[src/rtl/counter_pkg.sv]
// counter_pkg: constants and helpers shared by the up/down counter family.
//   DEFAULT_WIDTH : default counter width in bits
//   UP_RST_VAL    : per-bit reset value for up-counting (count resets to 0)
//   DOWN_RST_VAL  : per-bit reset value for down-counting (count resets to all-ones)
//   op_e          : per-edge operation selected by the priority decoder
package counter_pkg;

  localparam int unsigned DEFAULT_WIDTH = 4;

  localparam bit UP_RST_VAL   = 1'b0;
  localparam bit DOWN_RST_VAL = 1'b1;

  typedef enum logic [1:0] {
    OP_HOLD  = 2'd0,
    OP_COUNT = 2'd1,
    OP_LOAD  = 2'd2,
    OP_CLR   = 2'd3
  } op_e;

  // Priority: clear > load > count > hold.
  function automatic op_e decode_op(input logic clr, input logic load, input logic count);
    op_e op;
    if (clr)        op = OP_CLR;
    else if (load)  op = OP_LOAD;
    else if (count) op = OP_COUNT;
    else            op = OP_HOLD;
    return op;
  endfunction

endpackage

[src/rtl/tff_en.sv]
// tff_en: T flip-flop with toggle enable and synchronous set/clear override.
//   clk  : rising-edge clock
//   rst  : asynchronous active-low reset, loads RST_VAL
//   t    : toggle enable
//   set  : synchronous set (loses to clr)
//   clr  : synchronous clear (highest synchronous priority)
//   q    : registered state
module tff_en
  import counter_pkg::*;
#(
  parameter bit RST_VAL = UP_RST_VAL
) (
  input  logic clk,
  input  logic rst,
  input  logic t,
  input  logic set,
  input  logic clr,
  output logic q
);

  // State cell: overrides win over toggle.
  always_ff @(posedge clk or negedge rst) begin
    if (!rst)     q <= RST_VAL;
    else if (clr) q <= 1'b0;
    else if (set) q <= 1'b1;
    else if (t)   q <= ~q;
  end

endmodule

[src/rtl/up_counter.sv]
// up_counter: synchronous modulo-(MAX+1) up counter built from T flip-flops.
//   clk      : rising-edge clock
//   rst      : asynchronous active-low reset
//   en, cin  : count when both high; cin chains from the previous stage's cout
//   clr      : synchronous clear to 0 (top priority)
//   load     : synchronous parallel load of load_val (any value, even > MAX)
//   clr_ovf  : clears the sticky overflow flag
//   q        : current count
//   tc       : combinational, q >= MAX
//   cout     : combinational, tc & en & cin
//   wrap     : registered one-cycle pulse in the cycle after a count-induced wrap
//   ovf      : sticky overflow, set by wrap, cleared by clr_ovf (set wins)
module up_counter
  import counter_pkg::*;
#(
  parameter int unsigned WIDTH = DEFAULT_WIDTH,
  parameter int unsigned MAX   = (2 ** WIDTH) - 1
) (
  input  logic             clk,
  input  logic             rst,
  input  logic             en,
  input  logic             cin,
  input  logic             clr,
  input  logic             load,
  input  logic [WIDTH-1:0] load_val,
  input  logic             clr_ovf,
  output logic [WIDTH-1:0] q,
  output logic             tc,
  output logic             cout,
  output logic             wrap,
  output logic             ovf
);

  localparam logic [WIDTH-1:0] MAX_V = WIDTH'(MAX);

  logic             count;
  logic             at_max;
  logic             wrap_evt;
  op_e              op;
  logic [WIDTH-1:0] low_ones;
  logic [WIDTH-1:0] tog;
  logic [WIDTH-1:0] set_v;
  logic [WIDTH-1:0] clr_v;

  assign count  = en & cin;
  // Anything above MAX (reachable only by load) behaves as terminal.
  assign at_max = (q >= MAX_V);
  assign tc     = at_max;
  assign cout   = at_max & count;
  assign op     = decode_op(clr, load, count);

  assign wrap_evt = (op == OP_COUNT) && at_max;

  // low_ones[i]: every bit below i is set, so bit i flips on increment.
  for (genvar i = 0; i < WIDTH; i++) begin : g_low
    if (i == 0) begin : g_lsb
      assign low_ones[i] = 1'b1;
    end else begin : g_upper
      assign low_ones[i] = &q[i-1:0];
    end
  end

  // Per-bit toggle enables and overrides for the selected operation.
  always_comb begin
    tog   = '0;
    set_v = '0;
    clr_v = '0;
    unique case (op)
      OP_CLR:   clr_v = '1;
      OP_LOAD: begin
        set_v = load_val;
        clr_v = ~load_val;
      end
      OP_COUNT: begin
        if (at_max) clr_v = '1;
        else        tog   = low_ones;
      end
      default: ;
    endcase
  end

  for (genvar i = 0; i < WIDTH; i++) begin : g_bit
    tff_en #(
      .RST_VAL(UP_RST_VAL)
    ) u_tff (
      .clk(clk),
      .rst(rst),
      .t  (tog[i]),
      .set(set_v[i]),
      .clr(clr_v[i]),
      .q  (q[i])
    );
  end

  // Wrap pulse and sticky overflow; a wrap beats clr_ovf on the same edge.
  always_ff @(posedge clk or negedge rst) begin
    if (!rst) begin
      wrap <= 1'b0;
      ovf  <= 1'b0;
    end else begin
      wrap <= wrap_evt;
      if (wrap_evt)     ovf <= 1'b1;
      else if (clr_ovf) ovf <= 1'b0;
    end
  end

endmodule

[config.mk]
export PLATFORM = sky130hd
export DESIGN_NAME = up_counter
export DESIGN_NICKNAME = d
export VERILOG_FILES = /design/src/rtl/counter_pkg.sv /design/src/rtl/tff_en.sv /design/src/rtl/up_counter.sv
export SDC_FILE = /design/constraint.sdc
export NUM_CORES = 1
export LEC_CHECK = 0
export CORE_AREA = 2 2 39 41
export CTS_BUF_LIST = sky130_fd_sc_hd__clkbuf_8
export CTS_CLUSTER_DIAMETER = 50
export DETAILED_ROUTE_END_ITERATION = 7
export DIE_AREA = 0 0 41 43
export MAX_ROUTING_LAYER = met4
export PLACE_DENSITY_LB_ADDON = 0.3
export SLEW_MARGIN = 10
export SYNTH_ARGS = -nofsm -noshare
export SYNTH_HDL_FRONTEND = slang
export SYNTH_SLANG_ARGS = --single-unit
export TNS_END_PERCENT = 10
[constraint.sdc]
create_clock -name clk -period 1.45 [get_ports clk]
set_clock_uncertainty 0.2 [all_clocks]
set_input_delay 0.435 -clock clk [delete_from_list [all_inputs] [get_ports clk]]
set_output_delay 0.435 -clock clk [all_outputs]
set_load 0.005 [all_outputs]
==> impl_table.tex <==
\begin{tabular}{lr}
\hline
Metric & Value \\
\hline
\multicolumn{2}{l}{\textbf{Finish}} \\
Register area & between 150 and 200 um\^{}2 \\
Layout Cells excl Fill & 77 \\
Share of post-route cells with drive strength above 1 & 0.443 \\
Final net count & between 70 and 80 \\
Number of inserted diodes & 0 \\
Filler Cell Count & 138 \\
Synthesis-to-finish area growth & 85.6\% \\
Multi-input logic area & 153 um\^{}2 \\
\multicolumn{2}{l}{\textbf{Global routing}} \\
Pin count of the biggest net entering global routing & 9 \\
Final global-route overflow total & 0 \\
Overall Global Routing Usage & 0.131 \\
Via count of the first global-routing pass & 352 \\
First-pass GRT wire length & $\sim$1400 um \\
Antenna violations before repair & 0 \\
\multicolumn{2}{l}{\textbf{STA}} \\
Final number of max-transition violations & 0 \\
Tightest slew margin relative to the limit & 0.806 \\
Unrepaired setup endpoints after global routing & yes \\
Total setup violations reported at the end of the flow & 7 \\
Final period utilization & 1.15 \\
Final Worst Setup Slack & -0.210 ns \\
Final worst path period need & 1.66 ns \\
Final hold viol count & 0 \\
Upper clock frequency limit & between 600 and 700 MHz \\
Transition time of the tightest slew-check pin & around 0.29 ns \\
\multicolumn{2}{l}{\textbf{Logic synthesis}} \\
Library cell with the highest instance count after synthesis & sky130\_fd\_sc\_hd\_\_dfrtp\_1 \\
Top\_reg\_cell synth & sky130\_fd\_sc\_hd\_\_dfrtp\_1 \\
Syn Nets & between 40 and 50 \\
Number of flops mapped to enable cells by yosys & 0 \\
Netlist Area Pre-Place & about 330 um\^{}2 \\
Number of flip-flops and latches in the synthesized netlist & 6 \\
Synth warn & 0 \\
Largest area contributor in the synthesized netlist & sky130\_fd\_sc\_hd\_\_dfrtp\_1 \\
Sequential area share after synthesis & 0.455 \\
Post-synthesis instance total & 34 \\
Top cell type's share of synthesized area & 0.455 \\
Yosys cell types & 16 \\
Post-Synthesis Mean Instance Area & between 9 and 10 um\^{}2 \\
Share of async-settable or async-resettable flops after synthesis & 1.00 \\
Synth top cells by count & sky130\_fd\_sc\_hd\_\_dfrtp\_1 (6), sky130\_fd\_sc\_hd\_\_buf\_4 (4), sky130\_fd\_sc\_hd\_\_nor2\_1 (4), sky130\_fd\_sc\_hd\_\_a211oi\_1 (3), sky130\_fd\_sc\_hd\_\_inv\_1 (3) \\
Cell types with the largest area share after synthesis & sky130\_fd\_sc\_hd\_\_dfrtp\_1 (45\%), sky130\_fd\_sc\_hd\_\_buf\_4 (9.1\%), sky130\_fd\_sc\_hd\_\_a211oi\_1 (6.8\%), sky130\_fd\_sc\_hd\_\_xor2\_1 (5.3\%), sky130\_fd\_sc\_hd\_\_nor2\_1 (4.5\%) \\
\multicolumn{2}{l}{\textbf{CTS}} \\
Clk pin slew, worst setup/hold paths & roughly 0.04 ns \\
Number of clock sinks & 6 \\
Maximum number of buffers from clock root to sink & 2 \\
Clock Latency Late Sink & between 0.2 and 0.25 ns \\
Num CTS Buffers & 3 \\
Number of levels in the clock H-tree & 1 \\
CTS tree & done \\
Clock root buffer & sky130\_fd\_sc\_hd\_\_clkbuf\_8 \\
\multicolumn{2}{l}{\textbf{Drt}} \\
Initial detailed-routing violation count & 4 \\
Via count normalized by instance count & around 4.6 \\
Total iterations of the first detailed-routing run & 3 \\
Total wire length & between 900 and 1000 um \\
DRC viols & 0 \\
Remaining antenna violation count & 0 \\
Count of vias placed by the detailed router & roughly 350 \\
Routed WL per cell & 11.8 um \\
\multicolumn{2}{l}{\textbf{Critical path}} \\
Startpoint class of the critical path & flip-flop \\
Worst setup path endpoint & cout \\
Critical Path Source & g\_bit[3].u\_tff.q\$\_DFFE\_PN0P\_ \\
Worst-case register-to-register setup slack & -0.02 ns \\
WP data required & approximately 0.82 ns \\
CP top delay family & flip-flops \\
Startpoint of the lowest-slack register-to-register path & g\_bit[0].u\_tff.q\$\_DFFE\_PN0P\_ \\
Critical path data arrival time & $\sim$1.0 ns \\
R2R depth & 4 \\
Delay contributed by the slowest stage of the critical path & between 0.3 and 0.4 ns \\
Buffering stage count on the worst path with inverters included & 2 \\
Critical path's slowest cell & sky130\_fd\_sc\_hd\_\_dfrtp\_1 \\
Biggest fanout along the worst timing path & 2 \\
Worst setup path category & flip-flop to output pin \\
Number of stages on the worst setup path & 4 \\
Worst setup EP type & output pin \\
Worst reg2reg path endpoint & g\_bit[3].u\_tff.q\$\_DFFE\_PN0P\_ \\
Critical-path cell list & and4\_4 -> nand3\_2 -> inv\_1 -> buf\_2 \\
\multicolumn{2}{l}{\textbf{Pwr}} \\
Power density relative to cell area & 870 mW/mm\^{}2 \\
Leakage power total & 0.291 nW \\
Peak ir drop on the vdd network & approximately 340 uV \\
\multicolumn{2}{l}{\textbf{Status}} \\
Result of the run & complete, but fails checks \\
Failing checks & negative setup slack \\
\multicolumn{2}{l}{\textbf{Placed design}} \\
HPWL after detailed placement & 716 um \\
DP Worst Slack & -0.755 ns \\
Number of buffers added on ports & 18 \\
Count of placed standard cells including taps & 73 \\
Routability congestion estimate from global placement & 0.707 \\
\multicolumn{2}{l}{\textbf{Flow run}} \\
Max-Cap Viols & 0 \\
\multicolumn{2}{l}{\textbf{Die}} \\
Horizontal die dimension & approximately 41 um \\
Y dimension of the die & between 40 and 50 um \\
Standard-cell rows & 14 \\
Initial standard-cell utilization of the core & 0.239 \\
I/O pin count & 19 \\
Placeable core region & 0.00138 mm\^{}2 \\
DIE AREA & 0.00176 mm\^{}2 \\
\multicolumn{2}{l}{\textbf{Min path}} \\
Class of the worst hold path & input pin to async pin \\
\hline
\end{tabular}
## state kept, by name (all words and copies together) (netlist names)
| signal | count |
|---|---|
| wrap | 1 |
| ovf | 1 |
| g_bit.u_tff.q | 4 |
## what timing repair did
item / CTS / global route
hold buffers: 0 / 0
endpoints found under the setup margin: 13 / 12
resized for setup: 23 / 13
pin swaps: 2 / 2
gates cloned: 0 / 0
setup buffers: 1 / 0
## layer usage
layer	track usage	vias up	share of wire
met2	0.200	12	0.50
met1	0.135	163	0.40
met3	0.0314	2	0.072
met5	-	-	0
met4	0.100	0	0.015
li1	-	176	-
## how the worst min path moves through the flow
stage	start	end	slack, ns	depth (start not counted)
CTS	rst	wrap$_DFF_PN0_	0.27	1
floorplan	rst	g_bit[0].u_tff.q$_DFFE_PN0P_	-0.06	0
detailed placement	ovf$_DFFE_PN0P_	ovf$_DFFE_PN0P_	0.34	2
global placement	ovf$_DFFE_PN0P_	ovf$_DFFE_PN0P_	0.33	2
finish	rst	wrap$_DFF_PN0_	0.27	1
global route	rst	g_bit[1].u_tff.q$_DFFE_PN0P_	0.28	1
## through the flow
stage / total power [mW] / util / TNS, ns / area (um^2) / hold WS, ns
2_1_floorplan: 0.221 / - / 0 / 337 / -0.0606
3_3_place_gp: 0.288 / 0.415 / -3.54 / 574 / 0.330
3_5_place_dp: 0.288 / 0.415 / -3.82 / 574 / 0.336
4_1_cts: 0.537 / 0.446 / -0.978 / 617 / 0.274
5_1_grt: 0.562 / 0.443 / -0.884 / 613 / 0.284
6_report: 0.533 / 0.443 / -0.579 / 613 / 0.266
## cells in the final DEF, fill, tap and decap left out
cell / synthesis / layout
sky130_fd_sc_hd__buf_4: 4 / 7
sky130_fd_sc_hd__clkbuf_2: 0 / 4
sky130_fd_sc_hd__buf_2: 0 / 2
sky130_fd_sc_hd__clkdlybuf4s50_1: 0 / 8
sky130_fd_sc_hd__nand2_1: 1 / 1
sky130_fd_sc_hd__a41o_2: 1 / 1
sky130_fd_sc_hd__xor2_1: 2 / 2
sky130_fd_sc_hd__o32ai_2: 0 / 1
sky130_fd_sc_hd__dfrtp_1: 6 / 6
sky130_fd_sc_hd__a311oi_1: 1 / 1
sky130_fd_sc_hd__nor3_1: 1 / 1
sky130_fd_sc_hd__a211oi_1: 3 / 3
sky130_fd_sc_hd__clkbuf_8: 0 / 3
sky130_fd_sc_hd__inv_1: 3 / 2
sky130_fd_sc_hd__o21ai_0: 2 / 2
sky130_fd_sc_hd__nor2_1: 4 / 4
sky130_fd_sc_hd__clkdlybuf4s15_1: 0 / 1
sky130_fd_sc_hd__and4_4: 0 / 1
sky130_fd_sc_hd__dlygate4sd2_1: 0 / 1
sky130_fd_sc_hd__or3_1: 1 / 1
sky130_fd_sc_hd__nand3_1: 2 / 1
sky130_fd_sc_hd__buf_6: 0 / 5
sky130_fd_sc_hd__nand3_2: 1 / 2
sky130_fd_sc_hd__inv_2: 0 / 1
## layout make-up
class | instances | area share
clock buffers | 3 | 0.0673
inverters | 3 | 0.0184
multi-input cells | 21 | 0.249
flip-flops and latches | 6 | 0.245
well taps | 16 | 0.0327
repair buffers | 28 | 0.388
## power breakdown
group	leakage [nW]	switching (mW)	internal [mW]
sequential	0.0797	0.00600	0.177
combinational	0.189	0.0413	0.0636
clock	0.0216	0.0679	0.178
## cell families (layout without fill, tap and decap cells)
kind of cell,count (synthesis),count (layout),share of synthesized area
xor+xnor,2,2,0.0530
flops,6,6,0.455
buf+inv,7,34,0.125
compound gates,8,8,0.186
simple gates,11,11,0.182
Power figures use the tool's default switching activity.
